===== config.mk =====
export PLATFORM = sky130hd
export DESIGN_NAME = opfetch_flat
export DESIGN_NICKNAME = d
export VERILOG_FILES = /design/src/rtl/opfetch_if.sv /design/src/rtl/opfetch.sv /design/src/flat_wrapper.sv
export SDC_FILE = /design/constraint.sdc
export NUM_CORES = 1
export LEC_CHECK = 0
export CORE_ASPECT_RATIO = 1.2
export CORE_UTILIZATION = 40
export DETAILED_ROUTE_END_ITERATION = 10
export PLACE_DENSITY = 0.79
export SYNTH_ARGS = -nofsm -noshare
export SYNTH_HDL_FRONTEND = slang
export SYNTH_SLANG_ARGS = --single-unit

===== constraint.sdc =====
create_clock -name clk -period 4.8 [get_ports clk]
set_clock_uncertainty 0.15 [all_clocks]
set_input_delay 1.2 -clock clk [delete_from_list [all_inputs] [get_ports clk]]
set_output_delay 1.2 -clock clk [all_outputs]
set_load 0.03 [all_outputs]

===== src/rtl/opfetch_if.sv =====
// Bundle of the operand-fetch stage's upstream, register-file, write-back and execute-side signals.
interface opfetch_if #(
   parameter int W = 32
);
   logic          in_valid;
   logic          in_ready;
   logic [31:0]   in_insn;
   logic [31:0]   in_pc;
   logic          flush;
   logic          ren;
   logic [4:0]    rs1;
   logic [4:0]    rs2;
   logic [W-1:0]  rs1_val;
   logic [W-1:0]  rs2_val;
   logic          wen;
   logic [4:0]    rd;
   logic [W-1:0]  rd_val;
   logic          out_valid;
   logic          out_ready;
   logic [31:0]   out_insn;
   logic [31:0]   out_pc;
   logic [W-1:0]  out_rs1_val;
   logic [W-1:0]  out_rs2_val;

   modport slave (
      input  in_valid, in_insn, in_pc, flush, rs1_val, rs2_val,
             wen, rd, rd_val, out_ready,
      output in_ready, ren, rs1, rs2, out_valid, out_insn, out_pc,
             out_rs1_val, out_rs2_val
   );

   modport master (
      output in_valid, in_insn, in_pc, flush, rs1_val, rs2_val,
             wen, rd, rd_val, out_ready,
      input  in_ready, ren, rs1, rs2, out_valid, out_insn, out_pc,
             out_rs1_val, out_rs2_val
   );
endinterface


===== src/rtl/opfetch.sv =====
// Operand-fetch stage: single slot that issues register-file reads and snoops
// write-back so held operands reflect writes the registered read cannot see.
module opfetch #(
   parameter int W = 32
) (
   input  logic       clk,
   input  logic       rst_n,
   opfetch_if.slave   bus
);
   logic          out_valid_q, out_valid_d;
   logic [31:0]   out_insn_q, out_insn_d;
   logic [31:0]   out_pc_q, out_pc_d;
   logic [4:0]    h1_q, h1_d;
   logic [4:0]    h2_q, h2_d;
   logic          b1_q, b1_d;
   logic          b2_q, b2_d;
   logic [W-1:0]  v1_q, v1_d;
   logic [W-1:0]  v2_q, v2_d;
   logic          acc;
   logic [4:0]    rs1_idx;
   logic [4:0]    rs2_idx;
   logic          wr_live;

   assign rs1_idx = bus.in_insn[19:15];
   assign rs2_idx = bus.in_insn[24:20];
   assign wr_live = bus.wen && (bus.rd != 5'd0);

   assign bus.in_ready = !out_valid_q || bus.out_ready;
   assign acc          = bus.in_valid && bus.in_ready && !bus.flush;
   assign bus.ren      = acc;
   assign bus.rs1      = rs1_idx;
   assign bus.rs2      = rs2_idx;

   always_comb begin
      out_valid_d = out_valid_q;
      out_insn_d  = out_insn_q;
      out_pc_d    = out_pc_q;
      h1_d        = h1_q;
      h2_d        = h2_q;
      b1_d        = b1_q;
      b2_d        = b2_q;
      v1_d        = v1_q;
      v2_d        = v2_q;
      if (bus.flush) begin
         out_valid_d = 1'b0;
         b1_d        = 1'b0;
         b2_d        = 1'b0;
      end else if (acc) begin
         // A write in the accept cycle is invisible to the registered read, so capture it here.
         out_valid_d = 1'b1;
         out_insn_d  = bus.in_insn;
         out_pc_d    = bus.in_pc;
         h1_d        = rs1_idx;
         h2_d        = rs2_idx;
         b1_d        = wr_live && (bus.rd == rs1_idx);
         b2_d        = wr_live && (bus.rd == rs2_idx);
         if (wr_live && (bus.rd == rs1_idx)) v1_d = bus.rd_val;
         if (wr_live && (bus.rd == rs2_idx)) v2_d = bus.rd_val;
      end else begin
         if (out_valid_q && bus.out_ready) out_valid_d = 1'b0;
         if (out_valid_q && wr_live && (bus.rd == h1_q)) begin
            b1_d = 1'b1;
            v1_d = bus.rd_val;
         end
         if (out_valid_q && wr_live && (bus.rd == h2_q)) begin
            b2_d = 1'b1;
            v2_d = bus.rd_val;
         end
      end
   end

   always_ff @(posedge clk or negedge rst_n) begin
      if (!rst_n) begin
         out_valid_q <= 1'b0;
         out_insn_q  <= '0;
         out_pc_q    <= '0;
         h1_q        <= '0;
         h2_q        <= '0;
         b1_q        <= 1'b0;
         b2_q        <= 1'b0;
         v1_q        <= '0;
         v2_q        <= '0;
      end else begin
         out_valid_q <= out_valid_d;
         out_insn_q  <= out_insn_d;
         out_pc_q    <= out_pc_d;
         h1_q        <= h1_d;
         h2_q        <= h2_d;
         b1_q        <= b1_d;
         b2_q        <= b2_d;
         v1_q        <= v1_d;
         v2_q        <= v2_d;
      end
   end

   assign bus.out_valid   = out_valid_q;
   assign bus.out_insn    = out_insn_q;
   assign bus.out_pc      = out_pc_q;
   assign bus.out_rs1_val = (!out_valid_q || h1_q == 5'd0) ? '0 : (b1_q ? v1_q : bus.rs1_val);
   assign bus.out_rs2_val = (!out_valid_q || h2_q == 5'd0) ? '0 : (b2_q ? v2_q : bus.rs2_val);
endmodule

===== src/flat_wrapper.sv =====
// flat-port wrapper written by rule: the top's interface ports become plain ports
module opfetch_flat 
#(
   parameter int W = 32
)
  (clk, rst_n, bus_in_valid, bus_in_insn, bus_in_pc, bus_flush, bus_rs1_val, bus_rs2_val, bus_wen, bus_rd, bus_rd_val, bus_out_ready, bus_in_ready, bus_ren, bus_rs1, bus_rs2, bus_out_valid, bus_out_insn, bus_out_pc, bus_out_rs1_val, bus_out_rs2_val);
  opfetch_if #(.W(W)) bus_i ();
  input  logic clk;
  input  logic rst_n;
  input wire logic [$bits(bus_i.in_valid)-1:0] bus_in_valid;
  input wire logic [$bits(bus_i.in_insn)-1:0] bus_in_insn;
  input wire logic [$bits(bus_i.in_pc)-1:0] bus_in_pc;
  input wire logic [$bits(bus_i.flush)-1:0] bus_flush;
  input wire logic [$bits(bus_i.rs1_val)-1:0] bus_rs1_val;
  input wire logic [$bits(bus_i.rs2_val)-1:0] bus_rs2_val;
  input wire logic [$bits(bus_i.wen)-1:0] bus_wen;
  input wire logic [$bits(bus_i.rd)-1:0] bus_rd;
  input wire logic [$bits(bus_i.rd_val)-1:0] bus_rd_val;
  input wire logic [$bits(bus_i.out_ready)-1:0] bus_out_ready;
  output wire logic [$bits(bus_i.in_ready)-1:0] bus_in_ready;
  output wire logic [$bits(bus_i.ren)-1:0] bus_ren;
  output wire logic [$bits(bus_i.rs1)-1:0] bus_rs1;
  output wire logic [$bits(bus_i.rs2)-1:0] bus_rs2;
  output wire logic [$bits(bus_i.out_valid)-1:0] bus_out_valid;
  output wire logic [$bits(bus_i.out_insn)-1:0] bus_out_insn;
  output wire logic [$bits(bus_i.out_pc)-1:0] bus_out_pc;
  output wire logic [$bits(bus_i.out_rs1_val)-1:0] bus_out_rs1_val;
  output wire logic [$bits(bus_i.out_rs2_val)-1:0] bus_out_rs2_val;
  assign bus_i.in_valid = bus_in_valid;
  assign bus_i.in_insn = bus_in_insn;
  assign bus_i.in_pc = bus_in_pc;
  assign bus_i.flush = bus_flush;
  assign bus_i.rs1_val = bus_rs1_val;
  assign bus_i.rs2_val = bus_rs2_val;
  assign bus_i.wen = bus_wen;
  assign bus_i.rd = bus_rd;
  assign bus_i.rd_val = bus_rd_val;
  assign bus_i.out_ready = bus_out_ready;
  assign bus_in_ready = bus_i.in_ready;
  assign bus_ren = bus_i.ren;
  assign bus_rs1 = bus_i.rs1;
  assign bus_rs2 = bus_i.rs2;
  assign bus_out_valid = bus_i.out_valid;
  assign bus_out_insn = bus_i.out_insn;
  assign bus_out_pc = bus_i.out_pc;
  assign bus_out_rs1_val = bus_i.out_rs1_val;
  assign bus_out_rs2_val = bus_i.out_rs2_val;
  opfetch #(.W(W)) u_core (.clk(clk), .rst_n(rst_n), .bus(bus_i));
endmodule

== Word-level counts from Yosys, hierarchy flattened ==
Cells that the tools add are included.
Storage, ports and cells
  register bits: 141
  output and inout port bits: 141
  word-level logic and storage cells: 60
Operators by class
  equality and inequality tests: 6
  muxes and demuxes: 19
  bitwise operators: 1
  reduce and logical (&&, ||, !) cells: 25
Operators with widths (count)
  32-bit two-way mux: 10
  5-bit equality test: 4
  5-bit zero test: 2
  1-bit logical AND: 9
  1-bit two-way mux: 9
  3-bit nonzero test: 3
  3-bit AND reduction: 2
  5-bit nonzero test: 1
  2-bit by 1-bit != test with 1-bit output (second input constant): 2
  2-bit nonzero test: 2
  1-bit logical OR: 3
  1-bit zero test: 2
  2-bit AND reduction: 1
  1-bit NOT: 1

== Longest topological paths before layout ==
  depth in word-level cells: 7
  depth in mapped cells: 7

== Worst setup path before layout ==
Ideal clock, no wire load.
  path type: input to output
  from: input bus_out_ready
  to: output bus_ren
  arrival time: 2.044 ns
  required time: 3.450 ns
  setup slack: 1.406 ns
  stages: 3
  cells stage by stage: nor2b_1 -> nor3b_2 -> clkbuf_1
On the way
  word-level cells in the longest chain between the ends: 3
Ends and longest elaborated chain
  start, declared: line flat_wrapper.sv:19  | input wire logic [$bits(bus_i.out_ready)-1:0] bus_out_ready;
  1-bit logical OR: line opfetch.sv:28  | assign bus.in_ready = !out_valid_q || bus.out_ready;
  1-bit logical AND (2 in a row): line opfetch.sv:29  | assign acc = bus.in_valid && bus.in_ready && !bus.flush;
  end, declared: line flat_wrapper.sv:21  | output wire logic [$bits(bus_i.ren)-1:0] bus_ren;
No other way between the ends.

== Worst setup path after layout ==
  from: input bus_rs1_val[0]
  to: output bus_out_rs1_val[0]
On the way
  word-level cells in the longest chain between the ends: 2
Ends and longest elaborated chain
  start, declared: line flat_wrapper.sv:14  | input wire logic [$bits(bus_i.rs1_val)-1:0] bus_rs1_val;
  32-bit two-way mux (2 in a row): line opfetch.sv:99  | assign bus.out_rs1_val = (!out_valid_q || h1_q == 5'd0) ? '0 : (b1_q ? v1_q : bus.rs1_val);
  end, declared: line flat_wrapper.sv:27  | output wire logic [$bits(bus_i.out_rs1_val)-1:0] bus_out_rs1_val;
No other way between the ends.

==> impl_metrics.tcl <==
set metrics [dict create \
    die_area_mm2 0.0165 \
    r2r.worst_path.cells 7 \
    critPathMaxStageDelay_ps 710 \
    r2r-start "u_core.bus.out_valid$_DFFE_PN0P_" \
    fillers 1148 \
    synth_edf_count 0 \
    start_util_pct 41.0 \
    maxCapViolCount 0 \
    postRouteAntennaNets 0 \
    placementRows 50 \
    rsz0062_at_grt "no" \
    yosys.area.top_type "dfrtp_1" \
    fin_setup_tns_ps 0 \
    ys_ff_latch 131 \
    setup_viol_count_final 0 \
    min_delay_worst_endpoint "u_core.v2_q[7]$_DFFE_PN0P_" \
    holdPathStages 1 \
    place_worst_setup_slack_ps 810 \
    syn_to_final_growth_pct 58.9 \
    crit_chain "clkdlybuf4s50_1 -> mux2i_1 -> nor2_1 -> clkdlybuf4s50_1" \
    fin_nets 949 \
    layout_setup_ws_ps 793 \
    wl_per_cell_um 18.2 \
    placed_cell_area_mm2 0.00957 \
    synth.top_cells.by_count "dfrtp_1, mux2_2, nor2_1, mux2i_1, mux2_4" \
    grt_pass1_vias 5374 \
    viasPerCell 4.87 \
    relSlewSlack_pct 29.7 \
    hpwl_um 13700 \
    synth_cells 481 \
    fp.dieH_um 140 \
    fin_crit_sh_pct 83.5 \
    first_iter_violations 127 \
    worstPathArrival_ps 2660 \
    worstSetupPathType "in2out" \
    gp_congestion 0.907 \
    synth_nets 652 \
    max_freq_mhz 250 \
    static-leakage-power_nw 4.12 \
    start_kind "primary input" \
    ys_seq_area_share_pct 51.4 \
    timing.rr.end "u_core.v1_q[27]$_DFFE_PN0P_" \
    period_needed_ps 4010 \
    path_max_fanout 1 \
    htreeDepth 4 \
    vdd_drop_max_uv 265 \
    clk_pin_slew_ps 50 \
    numPortBuffers 311 \
    stdcell_area_mm2 0.0101 \
    grt_remaining_overflow 0 \
    rrSetupSlack_ps 1980 \
    finalWirelength_um 18200 \
    antenna_cells 0 \
    hold_violations 0 \
    numCtsBuffers 17 \
    cts_tree "yes" \
    synth_area_leaders "dfrtp_1, mux2_2, mux2i_1, mux2_4, nor2_1" \
    drive_above_1_share_pct 22.4 \
    hp-class "reg2reg" \
    max_slew.worst_pin.slew_ps 1050 \
    ys.warnings.count 0 \
    post-synth-top-count-cell "dfrtp_1" \
    path_buf_inv 2 \
    core_area_mm2 0.0156 \
    drt_first_pass_iters 4 \
    clockRootBuffer "clkbuf_16" \
    dr_total_vias 4865 \
    powerDensity_mw_per_mm2 368 \
    antenna_found_initial 0 \
    drcViolationCount 0 \
    clock_path_buffers 2 \
    io_pins 312 \
    slowest_stage "clkdlybuf4s50_1" \
    synth_flop_cell "dfrtp_1" \
    worstSkewPairLatency_ps 410 \
    outcome "finished, final reports clean" \
    min_from "u_core.v2_q[7]$_DFFE_PN0P_" \
    cts.sinks 131 \
    ys_async_sr_fraction_pct 100 \
    synth_top_area_share_pct 51.4 \
    cpMostUsedCell "clkdlybuf4s50_1" \
    synth_cell_types 30 \
    required_ps 3450 \
    cts_setup_buffers 0 \
    postSynthAreaPerCell_um2 13.3 \
    cts-hold-fix-buffers 0 \
    ctsResizeCount 0 \
    end_kind "output port" \
    grt_max_degree 77 \
    die_w_um 117 \
    grt_pass1_wl_um 28800 \
    path_delay_family "buffers and inverters" \
    grt_use_total_pct 22.6 \
    finalMaxSlewViolations 0 \
    synth_area_mm2 0.00638 \
]
[worst max-delay path by stage]
stage	startpoint	to	slack, ps	cells after the start
floorplan	bus_out_ready	bus_ren	1410	3
global placement	bus_rs1_val[0]	bus_out_rs1_val[0]	840	4
detailed placement	bus_rs1_val[0]	bus_out_rs1_val[0]	810	4
CTS	bus_rs1_val[0]	bus_out_rs1_val[0]	790	4
global route	u_core.h1_q[1]$_DFFE_PN0P_	bus_out_rs1_val[0]	730	5
finish	bus_rs1_val[0]	bus_out_rs1_val[0]	790	4
[per-layer routing]
layer / up-vias / share of wire, % / global-route usage (%)
met2: 209 / 51 / 40.0
met5: - / 0 / 0
met3: 24 / 7.6 / 7.08
met1: 2376 / 39 / 25.3
met4: 0 / 1.9 / 8.61
li1: 2256 / - / -
[through the flow]
step | cells | power (mW) | util, % | hold slack [ps]
floorplan | 481 | 1.98 | - | 308
global placement | 967 | 2.47 | 61.4 | 332
detailed placement | 967 | 2.50 | 61.4 | 345
CTS | 999 | 3.77 | 65.1 | 358
global route | 999 | 3.89 | 65.1 | 368
finish | 999 | 3.73 | 65.1 | 349
[registers in the layout, summed over array words and instances, names as in the netlist]
name                  flops
u_core.v2_q              32
u_core.h2_q               4
u_core.b1_q               1
u_core.bus.out_pc        32
u_core.v1_q              32
u_core.b2_q               1
u_core.h1_q               4
u_core.bus.out_insn      24
u_core.bus.out_valid      1
[cell families after synthesis]
kind of cell | share of synthesized area [%]
XOR/XNOR | 2.98
AO/OA/AOI/OAI | 1.31
flip-flops | 51.4
AND/OR/NAND/NOR | 5.61
multiplexers | 34.4
buffers and inverters | 4.37
[final cells by class]
type / instances / area, um^2 / share of cell area [%]
Inverter: 1 / 3.75 / 0.0370
Multi-Input combinational cell: 307 / 2850 / 28.1
Clock inverter: 10 / 108 / 1.06
Sequential cell: 131 / 3280 / 32.3
Tap cell: 208 / 260 / 2.57
Clock buffer: 22 / 464 / 4.58
Timing Repair Buffer: 320 / 3180 / 31.3
[power breakdown]
part	leakage (nW)	internal (mW)	switching [mW]
clock network	0.276	0.787	0.460
registers	1.66	1.30	0.136
logic	2.19	0.554	0.494
[placed cells by master, fill, tap and decap left out, drive strengths merged]
cell type,count
nor3b,1
inv,1
nor3,4
nor2b,1
nor2,67
clkbuf,22
dfrtp,131
xnor2,8
xor2,12
mux2i,64
a41oi,1
mux2,128
clkinv,5
clkdlybuf4s50,309
o21ai,2
clkinvlp,3
bufinv,2
nand2,4
nand3,4
buf,11
a21oi,3
nor4,1
o32ai,2
or4,3
o22ai,2
No activity file was read; power rests on OpenSTA's default activity.
